File: config.mk
export PLATFORM = sky130hd
export DESIGN_NAME = puf_vote_mapping
export DESIGN_NICKNAME = d
export VERILOG_FILES = /design/src/rtl/puf_pkg.sv /design/src/rtl/puf_vote_accum.sv /design/src/rtl/puf_vote_mapping.sv
export SDC_FILE = /design/constraint.sdc
export NUM_CORES = 1
export LEC_CHECK = 0
export CAP_MARGIN = 10
export CELL_PAD_IN_SITES_DETAIL_PLACEMENT = 0
export CELL_PAD_IN_SITES_GLOBAL_PLACEMENT = 1
export CORE_ASPECT_RATIO = 0.7
export CORE_MARGIN = 2
export CORE_UTILIZATION = 37
export CTS_CLUSTER_SIZE = 16
export DETAILED_ROUTE_END_ITERATION = 8
export HOLD_SLACK_MARGIN = 0.02
export PLACE_DENSITY_LB_ADDON = 0.12
export SLEW_MARGIN = 20
export SYNTH_ARGS = -nofsm -noshare
export SYNTH_HDL_FRONTEND = slang
export SYNTH_SLANG_ARGS = --single-unit
File: constraint.sdc
create_clock -name clk -period 17.1 [get_ports clk]
set_input_delay 3.42 -clock clk [delete_from_list [all_inputs] [get_ports clk]]
set_output_delay 3.42 -clock clk [all_outputs]
set_load 0.005 [all_outputs]
File: src/rtl/puf_pkg.sv
// Shared definitions for the voting PUF mapping controller.
// State encoding, default widths and the vote-counter width helper.
package puf_pkg;

    localparam int DEF_IN_WIDTH  = 128;
    localparam int DEF_OUT_WIDTH = 16;

    localparam logic [2:0] ST_IDLE    = 3'd0;
    localparam logic [2:0] ST_ARM     = 3'd1;
    localparam logic [2:0] ST_EVAL    = 3'd2;
    localparam logic [2:0] ST_RECOVER = 3'd3;
    localparam logic [2:0] ST_VOTE    = 3'd4;

    typedef enum logic [2:0] {
        IDLE    = ST_IDLE,
        ARM     = ST_ARM,
        EVAL    = ST_EVAL,
        RECOVER = ST_RECOVER,
        VOTE    = ST_VOTE
    } state_t;

    // Ceiling log2, minimum 1 so a counter always has a bit.
    function automatic int clog2(input int n);
        int w;
        w = 1;
        while ((1 << w) < n) w++;
        return w;
    endfunction

endpackage

File: src/rtl/puf_vote_accum.sv
// Per-bit vote counters for the PUF response.
// Counts ones across evaluations and derives majority and disagreement.
module puf_vote_accum
    import puf_pkg::*;
#(
    parameter int OUT_WIDTH = DEF_OUT_WIDTH,
    parameter int NUM_EVALS = 5
) (
    input  logic                 clk,
    input  logic                 reset,
    input  logic                 clear,
    input  logic                 sample,
    input  logic [OUT_WIDTH-1:0] bits,
    output logic [OUT_WIDTH-1:0] voted,
    output logic [OUT_WIDTH-1:0] unstable
);

    localparam int CW = clog2(NUM_EVALS + 1);
    localparam logic [CW-1:0] HALF = CW'(NUM_EVALS / 2);
    localparam logic [CW-1:0] ALL  = CW'(NUM_EVALS);

    logic [CW-1:0] cnt [OUT_WIDTH];

    always_ff @(posedge clk or posedge reset) begin
        if (reset) begin
            for (int i = 0; i < OUT_WIDTH; i++) cnt[i] <= '0;
        end else if (clear) begin
            for (int i = 0; i < OUT_WIDTH; i++) cnt[i] <= '0;
        end else if (sample) begin
            for (int i = 0; i < OUT_WIDTH; i++)
                cnt[i] <= cnt[i] + CW'(bits[i]);
        end
    end

    always_comb begin
        voted    = '0;
        unstable = '0;
        for (int i = 0; i < OUT_WIDTH; i++) begin
            voted[i]    = cnt[i] > HALF;
            unstable[i] = (cnt[i] != '0) && (cnt[i] != ALL);
        end
    end

endmodule

File: src/rtl/puf_vote_mapping.sv
// Challenge-to-response controller that evaluates the PUF several times
// and majority-votes the result, flagging bits that disagreed.
module puf_vote_mapping
    import puf_pkg::*;
#(
    parameter int IN_WIDTH      = DEF_IN_WIDTH,
    parameter int OUT_WIDTH     = DEF_OUT_WIDTH,
    parameter int SETTLE_CYCLES = 16,
    parameter int RESET_CYCLES  = 2,
    parameter int NUM_EVALS     = 5
) (
    input  logic                 clk,
    input  logic                 reset,
    input  logic                 trigger,
    input  logic [IN_WIDTH-1:0]  dataIn,
    output logic                 done,
    output logic [OUT_WIDTH-1:0] dataOut,
    output logic [OUT_WIDTH-1:0] unstable,
    output logic                 busy,
    output logic [IN_WIDTH-1:0]  puf_challenge,
    output logic                 puf_trigger,
    output logic                 puf_reset,
    input  logic [OUT_WIDTH-1:0] puf_response
);

    if ((NUM_EVALS % 2) == 0 || NUM_EVALS < 1 || NUM_EVALS > 15) begin : g_bad_evals
        $error("NUM_EVALS must be odd and within 1..15");
    end
    if (SETTLE_CYCLES < 1 || SETTLE_CYCLES > 255) begin : g_bad_settle
        $error("SETTLE_CYCLES must be within 1..255");
    end
    if (RESET_CYCLES < 1 || RESET_CYCLES > 255) begin : g_bad_recover
        $error("RESET_CYCLES must be within 1..255");
    end

    localparam logic [7:0] SETTLE_LAST  = 8'(SETTLE_CYCLES - 1);
    localparam logic [7:0] RECOVER_LAST = 8'(RESET_CYCLES - 1);
    localparam logic [3:0] EVAL_LAST    = 4'(NUM_EVALS - 1);

    state_t               state;
    logic [7:0]           settle_cnt;
    logic [7:0]           rec_cnt;
    logic [3:0]           eval_cnt;
    logic                 acc_clear;
    logic                 acc_sample;
    logic [OUT_WIDTH-1:0] voted;
    logic [OUT_WIDTH-1:0] flaky;

    assign acc_clear  = (state == IDLE) && trigger;
    assign acc_sample = (state == EVAL) && (settle_cnt == SETTLE_LAST);
    assign busy       = (state != IDLE);

    puf_vote_accum #(
        .OUT_WIDTH (OUT_WIDTH),
        .NUM_EVALS (NUM_EVALS)
    ) u_accum (
        .clk      (clk),
        .reset    (reset),
        .clear    (acc_clear),
        .sample   (acc_sample),
        .bits     (puf_response),
        .voted    (voted),
        .unstable (flaky)
    );

    always_ff @(posedge clk or posedge reset) begin
        if (reset) begin
            state         <= IDLE;
            done          <= 1'b0;
            dataOut       <= '0;
            unstable      <= '0;
            puf_challenge <= '0;
            puf_trigger   <= 1'b0;
            puf_reset     <= 1'b1;
            settle_cnt    <= '0;
            rec_cnt       <= '0;
            eval_cnt      <= '0;
        end else begin
            done <= 1'b0;
            unique case (state)
                IDLE: begin
                    if (trigger) begin
                        puf_challenge <= dataIn;
                        eval_cnt      <= '0;
                        puf_reset     <= 1'b0;
                        state         <= ARM;
                    end
                end
                ARM: begin
                    puf_trigger <= 1'b1;
                    settle_cnt  <= '0;
                    state       <= EVAL;
                end
                EVAL: begin
                    settle_cnt <= settle_cnt + 8'd1;
                    if (acc_sample) begin
                        puf_trigger <= 1'b0;
                        puf_reset   <= 1'b1;
                        eval_cnt    <= eval_cnt + 4'd1;
                        rec_cnt     <= '0;
                        state       <= (eval_cnt == EVAL_LAST) ? VOTE : RECOVER;
                    end
                end
                RECOVER: begin
                    rec_cnt <= rec_cnt + 8'd1;
                    if (rec_cnt == RECOVER_LAST) begin
                        puf_reset <= 1'b0;
                        state     <= ARM;
                    end
                end
                VOTE: begin
                    dataOut  <= voted;
                    unstable <= flaky;
                    done     <= 1'b1;
                    state    <= IDLE;
                end
                default: state <= IDLE;
            endcase
        end
    end

endmodule

==> results.json <==
{
  "nNetsFinal": 1539,
  "ff_latch_area_mm2": 0.00586,
  "worstPathArrival_ns": 5.89,
  "placed_area_mm2": 0.0133,
  "yosysMostFrequentCell": "nand2_1",
  "drt-total-wl_mm": 26.7,
  "via_count": 7839,
  "hold_viol": 0,
  "rsz0062_at_grt": "no",
  "grt_overflow": 0,
  "antenna_found_initial": 0,
  "cts_inserted_buffers": 25,
  "startpoint_type": "primary input",
  "ant_nets": 0,
  "slew_headroom": 0.303,
  "grt_max_degree": 133,
  "final.setup.tns_ns": 0,
  "comb_power_share": 0.317,
  "whs_path_depth": 2,
  "sequentialPowerShare": 0.409,
  "postSynth.asyncResetShare": 1.00,
  "gp_congestion": 0.721,
  "die_w_um": 200,
  "fin_crit_ns": 5.45,
  "dieArea_mm2": 0.0282,
  "wl_per_cell_um": 15.4,
  "yosys_warnings": 0,
  "initial_utilization": 0.374,
  "p_int_w": 0.00137,
  "root_buffer": "clkbuf_16",
  "crit_path_frequent_cell": "nand2_1",
  "fill_cells": 2468,
  "die_y_um": 141,
  "initialDrtViolationCount": 340,
  "syn_area_per_cell_um2": 9.29,
  "worstReg2RegStart": "state[0]$_DFFE_PP0P_",
  "critPathMaxStageDelay_ns": 0.85,
  "outcome": "finished, final reports clean",
  "area_delta_synth_final_pct": 41.8,
  "grt_pass1_vias": 7655,
  "synth.cell_area_mm2": 0.00993,
  "final.period_utilization": 0.319,
  "endpoint_kind": "flop",
  "viasPerCell": 4.51,
  "drive_gt1_frac": 0.0517,
  "cts_tree": "built",
  "peakVddDrop_mv": 0.120,
  "post_cts_buffers": 0,
  "crit_chain": "clkdlybuf4s50_1, nand2_4, buf_4, nand2_1, nand2_1",
  "swShare": 0.298,
  "cts_buffer_depth": 3,
  "hp-start": "puf_challenge[49]$_DFFE_PP0P_",
  "synth_area_leaders": "dfrtp_1 (59%), nand2_1 (18%), ha_1 (4.7%)",
  "dr.pass1.iters": 4,
  "n_antenna_cell": 0,
  "min_path_type": "flop to flop",
  "cp_slowest_cell": "buf_4",
  "ioPinCount": 311,
  "yosysTopAreaCell": "dfrtp_1",
  "synth_commonest_cells": "nand2_1 (486), dfrtp_1 (233), nor2_1 (56)",
  "slew_viol_final": 0,
  "r2r-end": "puf_challenge[112]$_DFFE_PP0P_",
  "syn_inst": 1069,
  "cts_sinks": 234,
  "switching_power_w": 0.000581,
  "synth-seq-cells": 234,
  "min_to": "puf_challenge[49]$_DFFE_PP0P_",
  "maxCapViolations": 0,
  "port_buffers": 310,
  "synth_ff_type": "dfrtp_1",
  "htree_levels": 1,
  "power.leakage_nw": 7.10,
  "tightest_slew_ns": 1.05,
  "critPathKind": "primary input to flop",
  "max_freq_mhz": 183,
  "clockPowerShare": 0.274,
  "dp_cells": 1692,
  "cts_resized": 0,
  "design_area_mm2": 0.0141,
  "ys_types": 41,
  "setup_viol": 0,
  "ff2ff_path_depth": 5,
  "layoutNonFillerInstCount": 1737,
  "coreArea_mm2": 0.0266,
  "multiInputGateArea_mm2": 0.00378,
  "drc_errors": 0,
  "syn-num-nets": 1253,
  "critPathMaxFanout": 90,
  "dp_hpwl_mm": 17.7,
  "rrSetupSlack_ns": 14.33,
  "synth-seq-area-share": 0.590,
  "synth.top_cell.area_share": 0.587,
  "fp-row-count": 50,
  "cp_data_required_time_ns": 17.54,
  "clk_latency_ns": 0.51,
  "synth_edf_count": 0,
  "clk_pin_slew_worst_paths_ns": 0.06,
  "worst_clock_skew_ns": 0.00946,
  "p_per_area_mw_per_mm2": 139,
  "hold_buffers": 0,
  "grt_pass1_wl_mm": 42.4,
  "grtUsageTotal": 0.188
}
## final cells by class
type	count	area share
repair buffers	316	0.224
clock buffers	40	0.0562
inverters	6	0.00213
flip-flops and latches	234	0.416
multi-input cells	772	0.268
well taps	364	0.0323
clock inverters	5	0.00178
## cell usage in the layout (no fill, tap or decap), types with 5 or more instances in the layout
cell type / instances
nand2_1: 485
clkbuf_8: 11
nand4_1: 7
dfrtp_1: 233
clkbuf_16: 25
clkinv_2: 5
a21oi_1: 52
inv_1: 5
xor2_1: 20
nand2_2: 10
ha_1: 37
nor2_1: 56
nand3_1: 40
mux2i_1: 19
clkdlybuf4s50_1: 310
buf_4: 6
o21ai_0: 11
## worst max path at each step
stage	to	depth (start not counted)	from	slack, ns
2_1_floorplan	dataOut[0]$_DFFE_PP0P_	1	reset	7.26
3_3_place_gp	puf_challenge[16]$_DFFE_PP0P_	5	trigger	11.14
3_5_place_dp	puf_challenge[112]$_DFFE_PP0P_	5	trigger	11.12
4_1_cts	puf_challenge[112]$_DFFE_PP0P_	5	trigger	11.67
5_1_grt	puf_challenge[102]$_DFFE_PP0P_	5	trigger	11.45
6_report	puf_challenge[112]$_DFFE_PP0P_	5	trigger	11.65
## sequential cells by signal, summed over array words and instances, names as in the netlist
signal / count
dataOut: 16
settle_cnt: 8
eval_cnt: 4
puf_reset: 1
puf_challenge: 128
puf_trigger: 1
rec_cnt: 8
done: 1
u_accum.cnt: 48
unstable: 16
state: 3
## logic make-up after synthesis
logic type      synth area share
mux                       0.0191
xor+xnor                  0.0176
buf+inv                   0.0321
compound gates            0.0377
flops                      0.590
simple gates               0.257
fa+ha+maj                 0.0466
## per-layer routing
metal / vias to the layer above / global-route usage / wire length (µm)
li1: 3978 / - / -
met1: 3605 / 0.271 / 12600
met2: 211 / 0.275 / 11400
met3: 45 / 0.0586 / 2050
met4: 0 / 0.0464 / 671
met5: - / 0 / 0
## power groups by stage
| stage | registers (W) | clock network, W | logic (W) |
|---|---|---|---|
| finish | 0.000798 | 0.000534 | 0.000619 |
| global route | 0.000819 | 0.000578 | 0.000690 |
| CTS | 0.000799 | 0.000553 | 0.000630 |
| detailed placement | 0.000803 | 0 | 0.000629 |
| global placement | 0.000804 | 0 | 0.000622 |
| floorplan | 0.000807 | 0 | 0.000234 |
## through the flow
step / power [W] / hold slack (ns) / util / setup WS, ns
global route: 0.00209 / 0.487 / 0.530 / 11.45
global placement: 0.00143 / 0.457 / 0.499 / 11.14
finish: 0.00195 / 0.470 / 0.530 / 11.65
CTS: 0.00198 / 0.476 / 0.530 / 11.67
floorplan: 0.00104 / 0.450 / - / 7.26
detailed placement: 0.00143 / 0.461 / 0.499 / 11.12
## critical path, delay by kind of cell
| family | cells | cell delay, ns |
|---|---|---|
| buffers and inverters | 2 | 1.33 |
| and+or+nand+nor | 3 | 1.02 |
Power figures use the tool's default switching activity.
